`src/rtl/gate_bank_fault_prob.sv`:
```
// gate_bank_fault_prob: bank of probabilistic fault gates with per-channel trigger queues and LFSRs
module gate_bank_fault_prob #(
  parameter int NUM_CH = 4,
  parameter int INPUT_COUNT = 2,
  parameter int OUTPUT_COUNT = 2,
  parameter int PEND_MAX = 3,
  parameter logic [11:0] RAND_SEED = 12'hAAA
) (
  input  logic clk,
  input  logic reset,
  input  logic logic_reset,
  input  logic eval_en,
  input  logic [NUM_CH*INPUT_COUNT-1:0] in,
  input  logic [NUM_CH-1:0] fault_in,
  output logic [NUM_CH*OUTPUT_COUNT-1:0] out,
  output logic [NUM_CH-1:0] pending,
  output logic [NUM_CH-1:0] overflow
);
  localparam int QW = $clog2(PEND_MAX + 1);
  localparam int KW = $clog2(INPUT_COUNT + 1);
  localparam int CW = 12 + KW;
  localparam logic [11:0] TAPS = 12'hE08;
  for (genvar g = 0; g < NUM_CH; g++) begin : g_ch
    localparam logic [11:0] S = RAND_SEED ^ 12'((g * 12'h9E3) % 4096);
    localparam logic [11:0] SEED = (S == 12'h000) ? 12'h001 : S;
    logic [QW-1:0] q_q, q_d;
    logic [11:0] lfsr_q, lfsr_d;
    logic fire_q, fire_d, ovf_q, ovf_d;
    logic [KW-1:0] k;
    logic draw, inc, full, hit;
    always_comb begin
      k = '0;
      for (int i = 0; i < INPUT_COUNT; i++) k = k + KW'(in[g*INPUT_COUNT+i]);
      draw = eval_en & (q_q != '0);
      inc = fault_in[g];
      full = q_q == QW'(PEND_MAX);
      hit = (CW'(lfsr_q) * CW'(INPUT_COUNT)) < (CW'(k) << 12);
      q_d = logic_reset ? '0
          : (inc & ~draw & ~full) ? q_q + QW'(1)
          : (~inc & draw) ? q_q - QW'(1) : q_q;
      ovf_d = ~logic_reset & (ovf_q | (inc & ~draw & full));
      fire_d = ~logic_reset & draw & hit;
      lfsr_d = (~logic_reset & draw) ? ({1'b0, lfsr_q[11:1]} ^ (lfsr_q[0] ? TAPS : 12'h000)) : lfsr_q;
    end
    always_ff @(posedge clk or posedge reset)
      if (reset) begin
        q_q <= '0;
        lfsr_q <= SEED;
        fire_q <= 1'b0;
        ovf_q <= 1'b0;
      end else begin
        q_q <= q_d;
        lfsr_q <= lfsr_d;
        fire_q <= fire_d;
        ovf_q <= ovf_d;
      end
    assign out[g*OUTPUT_COUNT +: OUTPUT_COUNT] = {OUTPUT_COUNT{fire_q}};
    assign pending[g] = q_q != '0;
    assign overflow[g] = ovf_q;
  end
endmodule

```
`config.mk`:
```
export PLATFORM = sky130hd
export DESIGN_NAME = gate_bank_fault_prob
export DESIGN_NICKNAME = d
export VERILOG_FILES = /design/src/rtl/gate_bank_fault_prob.sv
export SDC_FILE = /design/constraint.sdc
export NUM_CORES = 1
export LEC_CHECK = 0
export ABC_AREA = 1
export CAP_MARGIN = 20
export CORE_ASPECT_RATIO = 1.5
export CORE_MARGIN = 4
export CORE_UTILIZATION = 56
export DETAILED_ROUTE_END_ITERATION = 6
export GPL_TIMING_DRIVEN = 0
export PLACE_DENSITY_LB_ADDON = 0.25
export SYNTH_ARGS = -nofsm -noshare
export SYNTH_HDL_FRONTEND = slang
export SYNTH_SLANG_ARGS = --single-unit
```
`constraint.sdc`:
```
create_clock -name clk -period 2.7 [get_ports clk]
set_input_delay 0.81 -clock clk [delete_from_list [all_inputs] [get_ports clk]]
set_output_delay 0.81 -clock clk [all_outputs]
set_load 0.02 [all_outputs]
```
Word-level counts from Yosys, hierarchy flattened --
Cells that the tools add are included. W data, S select, Z words.
Word-level totals: input port bits 16, logic and storage cells 113, register bits 64, output and inout port bits 16
Operators by class: equality and inequality tests 4, $lt $le $gt $ge 4, add/sub/neg operators 12, reductions and logical operators 8, multiplexer cells 16, bitwise gates (word level) 53
Operators by type and width (count):
- $lt A13 B14 Y1 | 4
- $mux W12 | 4
- $xor A11 B12 Y12 | 4
- $and A1 B1 Y1 | 32
- $mux W2 | 12
- $not A1 Y1 | 13
- $reduce_bool A3 Y1 | 4
- $add A1 B1 Y2 | 4
- $add A2 B1 Y2 const B | 4
- $eq A2 B2 Y1 const B | 4
- $reduce_bool A2 Y1 | 4
- $sub A2 B1 Y2 const B | 4
- $or A1 B1 Y1 | 4

Logic depth before layout (Yosys ltp) --
depth in word-level cells 7, gate-level depth with buffers 9, mapped depth without buffers 8

Worst setup path before layout --
OpenSTA, ideal clock, no wires.
kind input -> register, start in eval_en, end reg g_ch[3].lfsr_q[4], data required time 2.584 ns, path slack 1.139 ns, setup time 0.116 ns, buffers on the path 2, stages 7, data arrival time 1.445 ns, cell sequence buf_6 inv_4 nor2_4 nand2_2 buf_2 nand2_1 nand2_1
On the way: longest elaborated chain between the ends 2
RTL lines:
- start: declaration | RTL line 12 | input logic eval_en,
- $and A1 B1 Y1 | RTL line 34 | draw = eval_en & (q_q != '0);
- $and A1 B1 Y1 | RTL line 43 | lfsr_d = (~logic_reset & draw) ? ({1'b0, lfsr_q[11:1]} ^ (lfsr_q[0] ? TAPS : 12'h000)) : lfsr_q;
- end signal: assignment | RTL line 53 | lfsr_q <= lfsr_d;
- end: declaration | RTL line 27 | logic [11:0] lfsr_q, lfsr_d;
Every way passes these cells. A chain may end at the register's enable or synchronous reset.

Worst setup path in the final report --
start reg g_ch[3].q_q[1], end out pending[3]
On the way: longest elaborated chain between the ends 1
RTL lines:
- start: declaration | RTL line 26 | logic [QW-1:0] q_q, q_d;
- start signal: assignment | RTL line 52 | q_q <= q_d;
- $reduce_bool A2 Y1 | RTL line 58 | assign pending[g] = q_q != '0;
- end: declaration | RTL line 16 | output logic [NUM_CH-1:0] pending,
Every way passes these cells.

==> results.ini <==
[route]
route.detailed.drc=0
count_of_vias_placed_by_the_detailed_router=2366
wl_per_cell_um=11.4
final_antenna_net_count=0
drt_pre_antenna_iters=4
postRouteWirelength_um=5490
initial_drc_count=127
via_per_inst=4.90

[power_and_ir_drop]
max-vdd-ir-drop_v=0.000621
total_leakage_power_nw=1.87
power.total_mw=3.64
power-per-cell-area_nw_per_um2=953

[worst_setup_path]
timing.critical_path.slowest_stage_cell=clkdlybuf4s50_1
setup.worst_path.class=reg -> out
crit_path_cell_trace=nor2_2, inv_1, clkdlybuf4s50_1
worst_path_max_fanout=4
timing.critical_path.from_type=flip-flop
crit_path_end_kind=primary output
critical_path.max_stage_delay_ps=540
crit_arrival_ps=1610
required_ps=1890

[clock_network]
tritoncts=yes
ctsLongestPathBuffers=2
cts.sinks=64
numCtsBuffers=9
ctsHoldBuffers=0
clkLatencyLatePin_ps=340
clk_pin_slew_ps=70
cts.root.buffer_cell=clkbuf_8
htree_num_levels=3
postCtsSetupRepairBufs=0
post_cts_resized=0

[final_layout]
antenna-diode-count=0
utilization_pct=69.5
layout-area-overhead-vs-synth_pct=20.6
final_layout_size_suffix_gt1_share_pct=24.0
layout.nets=428
final_common_cell=nand2_1
most-common-layout-cells=nand2_1, dfrtp_1, inv_1

[timing]
final_hold_violating_endpoints=0
max_clock_freq_ghz=0.414
maxSlewHeadroom_pct=68.5
period_utilization_pct=89.5
grt_setup_unrepaired=no
finalSetupViolCount=0
timing.final.max_slew_violations=0
period_minus_slack_ps=2420
timing.clock.skew_ps=4.42
worst_pin_slew_ps=472

[synth]
netlist_instances=366
ys_seq_elements=64
syn-cell-area_sq_um=3160
yosysSeqAreaShare_pct=51.5
yosys_warnings=0
synthDistinctLibCells=27
syn_nets=386
syn_area_per_cell_sq_um=8.64

[die]
floorplan.initialDensity_pct=57.6
floorplan.die.width_um=69.4
die_h_um=100
rows=33
design.core.area_sq_um=5490
boundaryPins=32
die-area_sq_um=6940

[grt]
grt_first_pass_wirelength_um=9780
grt_start_max_net_pins=44
grt_antenna_before_repair=0
overflow=0
first_global_vias=2328
grt_use_total_pct=17.5

[placement]
numPortBuffers=30
detailedPlacementHpwl_um=3920
routabilityCongestion=0.785

[hold_path]
worst_hold_path_type=reg -> reg

[job]
maxCapViolations=0

[outcome]
outcome=complete, no violations

## metal layers
metal	wire length [um]	vias to the layer above	GRT usage [%]
li1	-	1211	-
met1	2400	1103	20.6
met2	2760	42	29.8
met3	215	10	4.51
met4	110	0	8.12
met5	0	-	0
## worst max-delay path: cells and delay by family, from the launching register on
kind,cells,cell delay [ps]
simple gates,1,210
buf+inv,2,630
flops,1,430
## state kept, by name, indices dropped and copies added (netlist names)
register / count
g_ch.lfsr_q: 48
g_ch.q_q: 8
g_ch.fire_q: 4
g_ch.ovf_q: 4
## final timing paths
| path | from | to | slack, ps | cells after the start |
|---|---|---|---|---|
| min in group asynchronous | reset | g_ch[2].lfsr_q[10]$_DFFE_PP0P_ | 800 | 2 |
| setup reg to reg | g_ch[1].q_q[0]$_DFFE_PP0P_ | g_ch[1].lfsr_q[7]$_DFFE_PP0P_ | 1430 | 8 |
| hold reg to reg | g_ch[1].lfsr_q[6]$_DFFE_PP1P_ | g_ch[1].lfsr_q[6]$_DFFE_PP1P_ | 460 | 2 |
| setup / recovery | g_ch[3].q_q[1]$_DFFE_PP0P_ | pending[3] | 280 | 3 |
| max in group asynchronous | reset | g_ch[1].lfsr_q[3]$_DFFE_PP1P_ | 1260 | 3 |
| hold / removal | g_ch[1].lfsr_q[6]$_DFFE_PP1P_ | g_ch[1].lfsr_q[6]$_DFFE_PP1P_ | 460 | 2 |
## cell type report
class / instances / area (sq um)
tap: 70 / 87.6
inverter: 43 / 169
buffer: 24 / 209
sequential: 64 / 1630
multi-input combinational: 235 / 1160
fill: 427 / 1680
timing repair buffer: 31 / 320
clock inverter: 5 / 104
clock buffer: 11 / 141
## synthesized netlist by cell type (all sizes together)
cell type | count | area, sq um
inv | 43 | 169
nor2 | 33 | 170
buf | 24 | 209
nand3 | 14 | 70.1
a21oi | 9 | 45.0
nand4 | 3 | 18.8
nand2 | 129 | 517
dfstp | 22 | 578
o211ai | 4 | 30.0
o21ai | 33 | 203
ha | 4 | 50.1
dfrtp | 42 | 1050
xnor2 | 6 | 52.6
## per-stage QoR
stage	TNS, ps	area (sq um)	hold WS (ps)	instances	setup slack, ps
finish	0	3820	462	483	283
global route	0	3820	480	483	177
CTS	0	3820	465	483	274
detailed placement	0	3570	455	467	526
global placement	-34560	3550	451	466	-736
floorplan	0	3160	442	366	328
## logic make-up (layout without fill, tap and decap cells)
logic type	count (synthesis)	after routing	share of synthesized area, %
fa+ha+maj	4	4	1.58
simple gates	179	179	24.5
flops	64	64	51.5
xor+xnor	6	6	1.66
buf+inv	67	114	11.9
compound gates	46	46	8.78
## report_power, final
| part | internal (mW) | switching (mW) | total, mW |
|---|---|---|---|
| sequential | 1.41 | 0.227 | 1.64 |
| combinational | 0.430 | 0.563 | 0.993 |
| clock | 0.639 | 0.362 | 1.00 |
| total | 2.48 | 1.15 | 3.64 |
No activity file was read; power rests on OpenSTA's default activity.
